## config.mk

```make
export PLATFORM = sky130hd
export DESIGN_NAME = toy_cpu_sequencer
export DESIGN_NICKNAME = d
export VERILOG_FILES = /design/src/rtl/toy_cpu_sequencer.sv
export SDC_FILE = /design/constraint.sdc
export NUM_CORES = 1
export LEC_CHECK = 0
export CAP_MARGIN = 0
export CORE_MARGIN = 2
export CORE_UTILIZATION = 65
export DETAILED_ROUTE_END_ITERATION = 16
export PLACE_DENSITY_LB_ADDON = 0.08
export SETUP_SLACK_MARGIN = 0.2
export SLEW_MARGIN = 20
export SYNTH_ARGS = -nofsm -noshare
export SYNTH_HDL_FRONTEND = slang
export SYNTH_SLANG_ARGS = --single-unit
export TNS_END_PERCENT = 100
```

## constraint.sdc

```tcl
create_clock -name clk -period 4.9 [get_ports clk]
set_input_delay 0.98 -clock clk [delete_from_list [all_inputs] [get_ports clk]]
set_output_delay 0.98 -clock clk [all_outputs]
set_load 0.03 [all_outputs]
```

## src/rtl/toy_cpu_sequencer.sv

```systemverilog
// Program buffer and issue sequencer: captures 20-bit words from the 6-bit pad bus, replays them to the core.
// Optional repeat count on RUN is enabled by defining SEQ_REPEAT_EN.
module toy_cpu_sequencer #(
    parameter int DEPTH = 8
) (
    input  logic       clk,
    input  logic       rst,
    input  logic [5:0] in,
    output logic       op_valid,
    output logic [2:0] opcode,
    output logic [2:0] src_a,
    output logic [2:0] src_b,
    output logic [2:0] dest,
    output logic [7:0] imm,
    output logic       busy,
    output logic       full,
    output logic       overflow
);
    localparam int AW = (DEPTH > 1) ? $clog2(DEPTH) : 1;
    localparam int CW = $clog2(DEPTH + 1);
    localparam logic [CW-1:0] FULL_CNT = CW'(DEPTH);

    localparam logic [2:0] CMD_LOAD  = 3'b001;
    localparam logic [2:0] CMD_RUN   = 3'b010;
    localparam logic [2:0] CMD_CLEAR = 3'b011;
    localparam logic [2:0] CMD_ABORT = 3'b111;

    typedef enum logic [2:0] {IDLE, LOAD0, LOAD1, LOAD2, LOAD3, RUN} state_t;

    state_t          state_reg;
    logic [AW-1:0]   wr_ptr_reg;
    logic [AW-1:0]   rd_ptr_reg;
    logic [CW-1:0]   count_reg;
    logic [17:0]     stage_reg;
    logic            op_valid_reg;
    logic [19:0]     issue_reg;
    logic            busy_reg;
    logic            full_reg;
    logic            overflow_reg;
    logic [19:0]     buffer [DEPTH];

    logic            wr_en;
    logic [19:0]     wr_word;
    logic [AW-1:0]   rd_addr;
    logic [19:0]     rd_word;
    logic            last_entry;
    logic            rep_done;
    logic [2:0]      cmd;

    assign cmd        = in[5:3];
    assign wr_word    = {stage_reg, in[5:4]};
    assign wr_en      = (state_reg == LOAD3) && !full_reg && !rst;
    assign last_entry = (CW'(rd_ptr_reg) == count_reg - CW'(1));

`ifdef SEQ_REPEAT_EN
    logic [2:0] rep_reg;
    assign rep_done = (rep_reg == 3'd0);
`else
    assign rep_done = 1'b1;
`endif

    // Address of the entry the output register captures at the next edge.
    always_comb begin
        rd_addr = '0;
        if (state_reg == RUN && !last_entry)
            rd_addr = rd_ptr_reg + AW'(1);
        rd_word = buffer[rd_addr];
    end

    // Buffer has no reset: its contents survive rst and CLEAR, count alone marks validity.
    always_ff @(posedge clk) begin
        if (wr_en)
            buffer[wr_ptr_reg] <= wr_word;
    end

    always_ff @(posedge clk) begin
        if (rst) begin
            state_reg    <= IDLE;
            wr_ptr_reg   <= '0;
            rd_ptr_reg   <= '0;
            count_reg    <= '0;
            stage_reg    <= '0;
            op_valid_reg <= 1'b0;
            issue_reg    <= '0;
            busy_reg     <= 1'b0;
            full_reg     <= 1'b0;
            overflow_reg <= 1'b0;
`ifdef SEQ_REPEAT_EN
            rep_reg      <= 3'd0;
`endif
        end else begin
            op_valid_reg <= 1'b0;
            issue_reg    <= '0;
            case (state_reg)
                IDLE: begin
                    case (cmd)
                        CMD_LOAD: begin
                            state_reg <= LOAD0;
                            busy_reg  <= 1'b1;
                        end
                        CMD_RUN: begin
                            if (count_reg != '0) begin
                                state_reg    <= RUN;
                                busy_reg     <= 1'b1;
                                rd_ptr_reg   <= '0;
                                op_valid_reg <= 1'b1;
                                issue_reg    <= rd_word;
`ifdef SEQ_REPEAT_EN
                                rep_reg      <= in[2:0];
`endif
                            end
                        end
                        CMD_CLEAR: begin
                            wr_ptr_reg   <= '0;
                            count_reg    <= '0;
                            full_reg     <= 1'b0;
                            overflow_reg <= 1'b0;
                        end
                        default: ;
                    endcase
                end
                LOAD0: begin
                    stage_reg[17:12] <= in;
                    state_reg        <= LOAD1;
                end
                LOAD1: begin
                    stage_reg[11:6] <= in;
                    state_reg       <= LOAD2;
                end
                LOAD2: begin
                    stage_reg[5:0] <= in;
                    state_reg      <= LOAD3;
                end
                LOAD3: begin
                    if (!full_reg) begin
                        wr_ptr_reg <= wr_ptr_reg + AW'(1);
                        count_reg  <= count_reg + CW'(1);
                        full_reg   <= (count_reg + CW'(1) == FULL_CNT);
                    end else begin
                        overflow_reg <= 1'b1;
                    end
                    state_reg <= IDLE;
                    busy_reg  <= 1'b0;
                end
                RUN: begin
                    // The word on the outputs this cycle is always delivered; abort only stops the next one.
                    if (cmd == CMD_ABORT || (last_entry && rep_done)) begin
                        state_reg <= IDLE;
                        busy_reg  <= 1'b0;
                    end else begin
                        op_valid_reg <= 1'b1;
                        issue_reg    <= rd_word;
                        rd_ptr_reg   <= last_entry ? '0 : rd_ptr_reg + AW'(1);
`ifdef SEQ_REPEAT_EN
                        if (last_entry)
                            rep_reg <= rep_reg - 3'd1;
`endif
                    end
                end
                default: begin
                    state_reg <= IDLE;
                    busy_reg  <= 1'b0;
                end
            endcase
        end
    end

    assign op_valid = op_valid_reg;
    assign opcode   = issue_reg[19:17];
    assign src_a    = issue_reg[16:14];
    assign src_b    = issue_reg[13:11];
    assign dest     = issue_reg[10:8];
    assign imm      = issue_reg[7:0];
    assign busy     = busy_reg;
    assign full     = full_reg;
    assign overflow = overflow_reg;

endmodule

```

Word-level counts from Yosys, hierarchy flattened
Memories as Yosys holds them, arrays and structs flattened.
Index checks and enable logic that the tools add are counted.
{"block": "op_classes", "n_addsub": 4, "n_eq_ne": 20, "muxes": 35, "bitwise": 1, "reduce_logical": 18}
{"op": "$mux 20", "n": 3}
{"op": "$pmux 20 s2", "n": 1}
{"op": "$mux 3", "n": 9}
{"op": "$pmux 3 s2", "n": 3}
{"op": "$pmux 3 s5", "n": 1}
{"op": "$eq 3x2->1 const B", "n": 4}
{"op": "$mux 1", "n": 10}
{"op": "$ne 2x2->1 const B", "n": 5}
{"op": "$eq 3x3->1 const B", "n": 3}
{"op": "$reduce_and 3->1", "n": 3}
{"op": "$mux 4", "n": 2}
{"op": "$pmux 1 s2", "n": 4}
{"op": "$pmux 4 s2", "n": 1}
{"op": "$reduce_and 4->1", "n": 2}
{"op": "$add 3x1->3 const B", "n": 2}
{"op": "$eq 3x1->1 const B", "n": 2}
{"op": "$add 4x1->4 const B", "n": 1}
{"op": "$eq 3x4->1", "n": 1}
{"op": "$eq 4x4->1 const B", "n": 1}
{"op": "$ne 2x1->1 const B", "n": 2}
{"op": "$reduce_bool 2->1", "n": 2}
{"op": "$reduce_bool 4->1", "n": 1}
{"op": "$sub 4x1->4 const B", "n": 1}
{"op": "$logic_and 1x1->1", "n": 3}
{"op": "other kinds (9)", "n": 11}
{"block": "word_totals", "reg_bits": 55, "ramBits": 160, "inputBits": 8, "out_inout_bits": 24, "word_cells": 91, "mem_count": 1}
{"name": "buffer", "depth": 8, "word_bits": 20, "rd": 1, "rd_ports_with_merged_regs": 0, "wr": 1, "line_no": "40", "rtl": "logic [19:0] buffer [DEPTH];"}

Logic depth before layout (Yosys ltp)
Gate-level depths: netlist of the first run.
An unclocked memory read counts as a cell.
{"block": "logic_depth", "depth_word": 9, "mapped_depth": 10}

Least setup slack after synthesis of the first run
Ideal clock, no wire load.
{"block": "synth_path", "kind": "register to register", "start": "reg state_reg[2]", "end": "mem buffer[0][0], enable pin", "t_arrival_ns": 2.958, "t_required_ns": 4.478, "slack_ns": 1.520, "path_stages_with_launch": 6, "n_path_buf": 1, "period_less_slack_ns": 3.380, "cell_sequence": "dfxtp_1 clkbuf_1 nor3b_1 nand2b_1 or3_1 nor3_1"}
{"block": "synth_via", "elab_chain_len": 5}
{"element": "start: declaration", "line_no": "30", "rtl": "state_t state_reg;"}
{"element": "start signal: assignment", "line_no": "78", "rtl": "state_reg <= IDLE;"}
{"element": "start signal: assignment", "line_no": "98", "rtl": "state_reg <= LOAD0;"}
{"element": "start signal: assignment", "line_no": "103", "rtl": "state_reg <= RUN;"}
{"element": "$eq 3x3->1", "line_no": "52", "rtl": "assign wr_en = (state_reg == LOAD3) && !full_reg && !rst;"}
{"element": "$logic_and 1x1->1 (2 in series)", "line_no": "52"}
{"element": "$mux 1", "line_no": "72", "rtl": "if (wr_en)"}
{"element": "$mux 1 (implied by the code)", "line_no": "73", "rtl": "buffer[wr_ptr_reg] <= wr_word;"}
{"element": "end: declaration", "line_no": "40"}
No other way between the ends.

Worst setup path in the final report of the first run
{"block": "layout_path", "start": "reg count_reg[0]", "end": "reg issue_reg[18]"}
{"block": "layout_via", "elab_chain_len": 9, "elab_cells_between_ends": 12, "cone_classes": "add/sub: 1; eq/ne: 1; mux: 5; reduce/logical: 4; memory: 1"}
{"element": "start: declaration", "line_no": "33", "rtl": "logic [CW-1:0] count_reg;"}
{"element": "start signal: assignment", "line_no": "137", "rtl": "count_reg <= count_reg + CW'(1);"}
{"element": "$sub 4x1->4", "line_no": "53", "rtl": "assign last_entry = (CW'(rd_ptr_reg) == count_reg - CW'(1));"}
{"element": "$eq 3x4->1", "line_no": "53"}
{"element": "$logic_not 1->1", "line_no": "65", "rtl": "if (state_reg == RUN && !last_entry)"}
{"element": "$logic_and 1x1->1", "line_no": "65"}
{"element": "$mux 3", "line_no": "65"}
{"element": "$mem_v2 8x20"}
{"element": "$mux 20", "line_no": "102", "rtl": "if (count_reg != '0) begin"}
{"element": "$mux 20", "line_no": "96", "rtl": "case (cmd)"}
{"element": "$pmux 20 s2 (*)", "line_no": "94", "rtl": "case (state_reg)"}
{"element": "end signal: assignment", "line_no": "107", "rtl": "issue_reg <= rd_word;"}
{"element": "end signal: assignment", "line_no": "152", "rtl": "issue_reg <= rd_word;"}
{"element": "end: declaration", "line_no": "36", "rtl": "logic [19:0] issue_reg;"}
Mark *: on every way between the ends. The rest lies on a longest branch, timed or not.
A chain may end at the register's enable or synchronous reset.

==> results of run 1 <==
## cells in the mapped netlist (2+ instances only)
cell type / number / area [um2]
a21oi_1: 10 / 50.1
a22oi_1: 19 / 143
and2_1: 4 / 25.0
and3b_1: 2 / 17.5
buf_1: 4 / 15.0
buf_2: 3 / 15.0
clkbuf_1: 40 / 150
dfxtp_1: 55 / 1100
edfxtp_1: 160 / 4800
ha_1: 4 / 50.1
inv_1: 22 / 82.6
mux2i_1: 58 / 581
nand2_1: 33 / 124
nand2b_1: 7 / 43.8
nand3_1: 5 / 25.0
nand3b_1: 20 / 150
nand4_1: 20 / 125
nor2_1: 60 / 225
nor3_1: 25 / 125
nor3b_1: 4 / 30.0
nor4b_1: 2 / 17.5
o2111ai_1: 18 / 158
o211ai_1: 2 / 15.0
o21a_1: 3 / 22.5
o21ai_0: 39 / 195
o22ai_1: 2 / 12.5
o31ai_1: 9 / 67.6
o31ai_2: 9 / 113
o32ai_2: 2 / 32.5
xnor2_1: 4 / 35.0
xor2_1: 6 / 52.6
## cell families after synthesis
| family | count (synthesis) | share of synthesized area |
|---|---|---|
| and+or+nand+nor | 188 | 0.109 |
| buffers and inverters | 69 | 0.0301 |
| adders and majority gates | 4 | 0.00574 |
| DFF | 215 | 0.677 |
| AOI/OAI and AO/OA | 120 | 0.101 |
| muxes | 58 | 0.0666 |
| xor gates and xnor gates | 10 | 0.0100 |
## placed cells by master, fill, tap and decap left out, drive strengths merged, types with 5 or more instances in the layout
| master | instances |
|---|---|
| a22oi | 19 |
| edfxtp | 160 |
| nand2 | 33 |
| a21oi | 10 |
| mux2i | 58 |
| o21ai | 39 |
| nor2 | 60 |
| nand3 | 5 |
| nand4 | 20 |
| clkbuf | 32 |
| nand2b | 7 |
| o2111ai | 18 |
| clkdlybuf4s50 | 31 |
| inv | 22 |
| xor2 | 6 |
| o31ai | 18 |
| nand3b | 20 |
| buf | 19 |
| nor3 | 25 |
| dfxtp | 55 |
## power by group
part	internal, mW	switching [mW]	leakage [nW]
sequential	2.00	0.0613	1.90
combinational	0.0695	0.0928	1.03
clock	0.916	0.634	0.327
total	2.99	0.788	3.26
## worst paths after layout
check                    start            end  slack [ns]
setup / recovery  count_reg[0]  issue_reg[18]        1.41
hold / removal        overflow       overflow        0.53
setup reg to reg  count_reg[0]  issue_reg[18]        1.41
hold reg to reg       overflow       overflow        0.53
## cell type report
class | count | area, um2
clock buffer | 32 | 617
clock inverter | 5 | 47.5
timing repair buffer | 50 | 457
inverter | 22 | 82.6
sequential | 215 | 5910
multi-input combinational | 380 | 2610
fill | 816 | 3250
tap | 176 | 220
## per-stage QoR
step | util | hold slack [ns] | cells | power [mW] | area [um2]
after CTS | 0.753 | 0.536 | 880 | 3.79 | 9930
after floorplan | - | 0.474 | 664 | 2.19 | 8720
after global placement | 0.703 | 0.488 | 843 | 2.25 | 9270
final | 0.754 | 0.526 | 880 | 3.78 | 9940
after global routing | 0.754 | 0.549 | 880 | 3.88 | 9940
after detailed placement | 0.703 | 0.512 | 843 | 2.26 | 9270
## layer usage
metal	global-route usage	up-vias
met5	0	-
met4	0.0824	0
met3	0.0471	39
met2	0.476	245
met1	0.383	2746
li1	-	2555
## tightest hold or removal path: cells and delay by family (launching register included)
family	cells	cell delay, ns
simple gates	1	0.08
compound gates	1	0.07
flops	1	0.34
==> flow_summary_export.csv, run 1 <==
group,metric,value,unit
timing,worstMarginPinSlew,1.12,ns
cts,clock_sinks,215,
floorplan,die_h,120,um
placement,dp_hpwl,11200,um
global_routing,grt_antenna_before_repair,0,
timing,final-hold-violation-count,0,
route,drc,0,
layout,largest_register_ff_count,160,
timing,setup_viol,0,
timing,rsz0062_at_grt,"false",
cts,cts_root_buf,"clkbuf_16",
route,wl_met1,8170,um
synthesis,syn-num-nets,676,
pwr,leakage,3.26,nW
global_routing,grt_pass1_wl,30800,um
route,viasPerCell,6.35,
setup_path,path_delay_family,"compound AO/OA/AOI/OAI gates",
layout,drive_gt1_frac,0.107,
pwr,powerDensity,380,nW/um2
setup_path,worst_r2r_path_depth,8,
route,wirelength,19700,um
floorplan,core_area,13200,um2
synthesis,synthFlopType,"edfxtp_1",
layout,diodes,0,
layout,synthToLayoutAreaGrowth,14.0,%
timing,slew_headroom,0.255,
synthesis,synth.avg_cell_area,13.1,um2
global_routing,grt_max_degree,81,
timing,slew_violations,0,
run,max-cap-violations,0,
timing,tns,0,ns
cts,ctsResizeCount,0,
layout,final_nets,702,
synthesis,synth_warnings,0,
route,met2_length,9550,um
pwr,peakVddDrop,0.322,mV
timing,worst_clock_skew,0.00682,ns
synthesis,async_flop_share,0,
synthesis,ys_seq_area_frac,0.677,
global_routing,grt_use_total,0.282,
route,vias,5585,
synthesis,syn_inst,664,
timing,fmax,287,MHz
setup_path,cp_cell_sequence,"inv_1 -> ha_1 -> xnor2_1 -> nor3b_1 -> o311a_4 -> o21a_1 -> a211o_1 -> o31ai_1",
route,drtIter0Drc,665,
cts,clk-insertion-delay-late,0.49,ns
cts,clk_path_buf_depth,3,
timing,setup_ws,1.41,ns
placement,place.gp.congestion,0.831,
cts,clk_pin_slew,0.06,ns
hold_path,whs_path_depth,2,
placement,portBuffers,31,
route,post_drt_wl_per_cell,22.4,um
route,first_pass_iters,5,
setup_path,startpoint_type,"flip-flop",
setup_path,cp.arrival,3.81,ns
timing,finalCritPeriodShare,0.712,
floorplan,die_w,120,um
floorplan,fp-row-count,42,
setup_path,worst-path-stages,8,
global_routing,grt_overflow_total,0,
route,drtAntennaViolNets,0,
run_status,outcome,"finished clean",
setup_path,path_max_fanout,26,
setup_path,crit_type,"reg2reg",
cts,ctsHtreeMaxLevel,1,
global_routing,grt_pass1_vias,5600,
floorplan,dieArea,14400,um2
setup_path,cp.required,5.23,ns
cts,cts_made_buffers,21,
timing,min_period,3.49,ns
placement,dpl_worst_slack,1.07,ns
synthesis,synth_edf_count,160,
setup_path,slowest_delay,0.89,ns
setup_path,crit_path_end_kind,"flip-flop",
route,top_layer_used,"met4",
synthesis,ys_ff_latch,215,
synthesis,synth.distinct_cells,44,
route,wl_met3,1590,um
synthesis,netlist_area,8720,um2
cts,postCtsSetupBuffers,0,
floorplan,initial_core_util,0.661,
cts,tritoncts,"done",
floorplan,ios,32,
hold_path,min-delay-path-class,"reg2reg",
cts,hold_buffers,0,
setup_path,critPathBufInv,1,
setup_path,critPathSlowestCell,"a211o_1",
(Power assumes the default switching activity.)
==> run 2, diff against run 1 <==
- CORE_UTILIZATION: 65 -> 60
- clock period: 4.9 -> 3.65 ns (I/O delays scaled with it)
==> run 2 against run 1 <==
Worst setup slack lost 0.80 ns. Combinational power grew 36%. Non-clock buffer count is 7 higher. Sequential share of layout area down 0.30 points. Maximum frequency grew 15%. Register-to-register slack got worse by 0.80 ns. Routed wire length shrank 0.94%. Clock skew increased by 0.0053 ns. Via count grew 1.0%. Critical path type unchanged. Largest power group unchanged. Highest routed layer unchanged.
==> flow_summary_export.csv, run 2 (synthesized netlist as in run 1, its figures left out) <==
group,metric,value,unit
setup_path,startpoint_type,"flip-flop",
floorplan,dieArea,15500,um2
pwr,powerDensity,504,nW/um2
pwr,swShare,0.212,
route,wirelength,19500,um
route,drtIter0Drc,583,
route,viasPerCell,6.28,
run,max-cap-violations,0,
pwr,p_clk_frac,0.406,
global_routing,grt_pass1_vias,5376,
pwr,p_sw,1.07,mW
hold_path,whs_path_depth,2,
placement,dp.cells,858,
route,vias,5643,
placement,place.gp.congestion,0.806,
floorplan,core_area,14400,um2
timing,fmax,330,MHz
pwr,p_int,3.97,mW
route,drc,0,
cts,hold_buffers,0,
cts,ctsResizeCount,0,
pwr,combPwrFrac,0.044,
setup_path,cp.arrival,3.44,ns
cts,tritoncts,"done",
timing,final-hold-violation-count,0,
cts,clock_sinks,215,
setup_path,crit_type,"reg2reg",
global_routing,grt_max_degree,55,
timing,worstMarginPinSlew,0.840,ns
global_routing,grt_pass1_wl,29900,um
route,drtAntennaViolNets,0,
timing,whs,0.504,ns
layout,final_nets,710,
setup_path,r2r_start,"count_reg[0]",
cts,postCtsSetupBuffers,0,
cts,clk-insertion-delay-late,0.50,ns
floorplan,initial_core_util,0.607,
hold_path,min-delay-path-class,"reg2reg",
timing,finalCritPeriodShare,0.831,
setup_path,regToRegSetupSlack,0.62,ns
pwr,leakage,3.28,nW
setup_path,crit_path_end_kind,"flip-flop",
layout,final_common_cell,"edfxtp_1",
floorplan,ios,32,
placement,portBuffers,31,
layout,largest_register_ff_count,160,
floorplan,die_w,125,um
layout,synthToLayoutAreaGrowth,14.6,%
global_routing,grt_antenna_before_repair,0,
hold_path,hold_path_startpoint,"count_reg[1]",
cts,clk_path_buf_depth,3,
timing,rsz0062_at_grt,"false",
cts,ctsHtreeMaxLevel,1,
timing,worst_clock_skew,0.0121,ns
cts,clk_pin_slew,0.06,ns
run_status,outcome,"finished clean",
setup_path,reg2reg_to,"issue_reg[8]",
cts,cts_root_buf,"clkbuf_16",
timing,tns,0,ns
placement,dp_hpwl,11500,um
layout,diodes,0,
global_routing,grt_overflow_total,0,
pwr,peakVddDrop,0.369,mV
global_routing,grt_use_total,0.250,
setup_path,worst_r2r_path_depth,9,
floorplan,die_h,125,um
layout,final_cell_mix,"edfxtp_1, mux2i_1, nor2_1, dfxtp_1, o21ai_0",
layout,drive_gt1_frac,0.111,
hold_path,holdPathEnd,"count_reg[1]",
setup_path,path_max_fanout,26,
floorplan,fp-row-count,44,
timing,min_period,3.03,ns
route,first_pass_iters,6,
pwr,seqPwrFrac,0.551,
setup_path,cp.required,4.05,ns
timing,slew_headroom,0.438,
layout,finalNonFillerCells,898,
cts,cts_made_buffers,22,
timing,setup_viol,0,
timing,slew_violations,0,
route,post_drt_wl_per_cell,21.8,um
==> run 2: critical path, stage by stage (launching register included) <==
cell	delay, ns
dfxtp_1	0.41
inv_1	0.10
ha_1	0.24
xnor2_1	0.16
nor3b_1	0.48
o311a_4	0.51
nor2_1	0.18
a211o_1	0.30
buf_4	0.25
o31ai_2	0.30
==> run 2: power groups by stage <==
stage | sequential [mW] | clock, mW | combinational [mW]
final | 2.77 | 2.04 | 0.220
after global routing | 2.78 | 2.17 | 0.242
after CTS | 2.77 | 2.07 | 0.219
after detailed placement | 2.82 | 0 | 0.218
after global placement | 2.82 | 0 | 0.213
after floorplan | 2.79 | 0 | 0.158
==> run 2: per-stage QoR <==
step	cell area (um2)	utilization	setup slack, ns	total power, mW
final	9990	0.695	0.616	5.04
after global routing	9990	0.695	0.403	5.20
after CTS	9990	0.695	0.625	5.06
after detailed placement	9340	0.650	0.643	3.04
after global placement	9340	0.650	0.722	3.03
after floorplan	8720	-	0.270	2.95
==> run 2: layout make-up <==
class                           instances  area [um2]
Fill cell                             994        4380
Inverter                               22        82.6
Clock inverter                          5        25.0
Multi-Input combinational cell        380        2610
Timing Repair Buffer                   57         505
Tap cell                              184         230
Sequential cell                       215        5910
Clock buffer                           35         631
==> run 2: how the worst max path moves through the flow <==
stage / startpoint / to / slack, ns / cells past startpoint
2_1_floorplan: state_reg[2] / buffer[0][0] / 0.27 / 5
3_3_place_gp: in[4] / issue_reg[17] / 0.72 / 8
3_5_place_dp: in[4] / issue_reg[11] / 0.64 / 8
4_1_cts: count_reg[0] / issue_reg[8] / 0.62 / 9
5_1_grt: count_reg[0] / issue_reg[14] / 0.40 / 9
6_report: count_reg[0] / issue_reg[8] / 0.62 / 9
==> run 2: per-layer routing <==
layer / wire length [um] / GRT usage
met1: 8240 / 0.354
met2: 9500 / 0.406
met3: 1430 / 0.0387
met4: 356 / 0.0760
met5: 0 / 0
==> run 3, diff against run 2 <==
- clock period: 3.65 -> 3.1 ns (I/O delays scaled with it)
==> run 3 against run 2 <==
Clock-buffer cell count is 2 lower. Critical path depth unchanged. Sequential share of layout area is 1.0 points lower. Worst setup slack got worse by 0.18 ns. Routed wire length up 1.9%. Global-route usage grew 0.81 points. Cell area up 1.8%. Clock skew up 0.0054 ns.
==> flow_summary_export.csv, run 3 (synthesized netlist as in run 1, its figures left out) <==
group,metric,value,unit
timing,finalCritPeriodShare,0.861,
timing,whs,0.511,ns
route,wirelength,19900,um
timing,worst_clock_skew,0.0175,ns
route,drc,0,
layout,final_cell_mix,"edfxtp_1, mux2i_1, nor2_1",
timing,slew_headroom,0.416,
timing,final-hold-violation-count,0,
cts,clk-insertion-delay-late,0.51,ns
placement,dp_hpwl,11800,um
cts,tritoncts,"done",
pwr,power.total,6.17,mW
cts,cts_made_buffers,22,
route,drtAntennaViolNets,0,
timing,fmax,375,MHz
pwr,leakage,3.37,nW
route,post_drt_wl_per_cell,21.9,um
layout,synthToLayoutAreaGrowth,16.7,%
placement,portBuffers,31,
global_routing,grt_max_degree,63,
global_routing,grt_antenna_before_repair,0,
floorplan,die_h,125,um
route,first_pass_iters,5,
route,vias,5719,
cts,clock_sinks,215,
timing,slew_violations,0,
pwr,powerDensity,607,nW/um2
floorplan,initial_core_util,0.607,
placement,place.gp.congestion,0.845,
floorplan,ios,32,
run_status,outcome,"finished clean",
layout,final_common_cell,"edfxtp_1",
floorplan,dieArea,15500,um2
cts,clk_path_buf_depth,3,
setup_path,path_max_fanout,20,
pwr,peakVddDrop,0.452,mV
layout,drive_gt1_frac,0.135,
placement,dpl_worst_slack,0.242,ns
layout,final_nets,721,
timing,setup_ws,0.432,ns
global_routing,grt_pass1_wl,30900,um
placement,dp.cells,866,
setup_path,critPathSlowestCell,"o311a_4",
cts,clk_pin_slew,0.06,ns
timing,rsz0062_at_grt,"false",
run,max-cap-violations,0,
setup_path,slowest_delay,0.39,ns
route,drtIter0Drc,543,
cts,cts_root_buf,"clkbuf_16",
floorplan,fp-row-count,44,
cts,ctsHtreeMaxLevel,1,
setup_path,crit_path_end_kind,"flip-flop",
hold_path,min-delay-path-class,"reg2reg",
timing,min_period,2.67,ns
placement,placed_area,9410,um2
setup_path,cp.required,3.51,ns
setup_path,cp.arrival,3.08,ns
layout,fillerInstances,988,
floorplan,die_w,125,um
layout,finalNonFillerCells,909,
timing,setup_viol,0,
layout,post-route-util,0.708,
timing,worstMarginPinSlew,0.876,ns
layout,diodes,0,
setup_path,startpoint_type,"flip-flop",
global_routing,grt_overflow_total,0,
floorplan,core_area,14400,um2
setup_path,critPathBufInv,2,
global_routing,grt_use_total,0.258,
layout,largest_register_ff_count,160,
cts,hold_buffers,0,
setup_path,path_delay_family,"compound AO/OA/AOI/OAI gates",
timing,tns,0,ns
global_routing,grt_pass1_vias,5661,
layout,fin_area,10200,um2
setup_path,cp_cell_sequence,"inv_1 -> ha_1 -> xnor2_2 -> and4b_1 -> o311a_4 -> o21a_1 -> a211o_1 -> buf_4 -> o31ai_1",
route,viasPerCell,6.29,
setup_path,crit_type,"reg2reg",
==> run 3: worst paths after layout <==
path	start	endpoint	slack (ns)	cells after the start
worst min-delay path	count_reg[1]	count_reg[1]	0.51	2
worst max register to register	count_reg[0]	issue_reg[0]	0.43	9
worst max-delay path	count_reg[0]	issue_reg[0]	0.43	9
worst min register to register	count_reg[1]	count_reg[1]	0.51	2
==> run 3: cell type report <==
cell class,instances,area (um2),share of cell area
clock buffers,33,643,0.0632
clock inverters,7,81.3,0.00799
inverters,22,82.6,0.00812
multi-input cells,380,2640,0.259
flip-flops and latches,215,5910,0.581
well taps,184,230,0.0226
repair buffers,68,588,0.0578
==> run 3: power breakdown <==
group	total, mW	switching, mW	internal, mW	leakage (nW)
combinational	0.274	0.153	0.122	1.12
clock	2.64	1.04	1.60	0.354
sequential	3.27	0.0973	3.17	1.90
total	6.17	1.29	4.88	3.37
==> run 3: worst reg2reg max path, delay by kind of cell (launching register included) <==
| family | cells | cell delay [ns] |
|---|---|---|
| AOI/OAI and AO/OA | 4 | 1.25 |
| DFF | 1 | 0.37 |
| buffers and inverters | 2 | 0.33 |
| adders and majority gates | 1 | 0.24 |
| and+or+nand+nor | 1 | 0.23 |
| xor gates and xnor gates | 1 | 0.16 |
==> run 3: layer usage <==
layer / wire [um] / part of all wire / vias to the layer above / track usage
met5: 0 / 0 / - / 0
met4: 432 / 0.022 / 0 / 0.0846
met3: 1340 / 0.067 / 38 / 0.0357
met2: 9980 / 0.50 / 254 / 0.443
met1: 8150 / 0.41 / 2822 / 0.343
li1: - / - / 2605 / -
==> run 3: timing repair <==
action	CTS	global route
endpoints found under the setup margin	0	20
gates resized for setup	0	5
buffers inserted	0	3
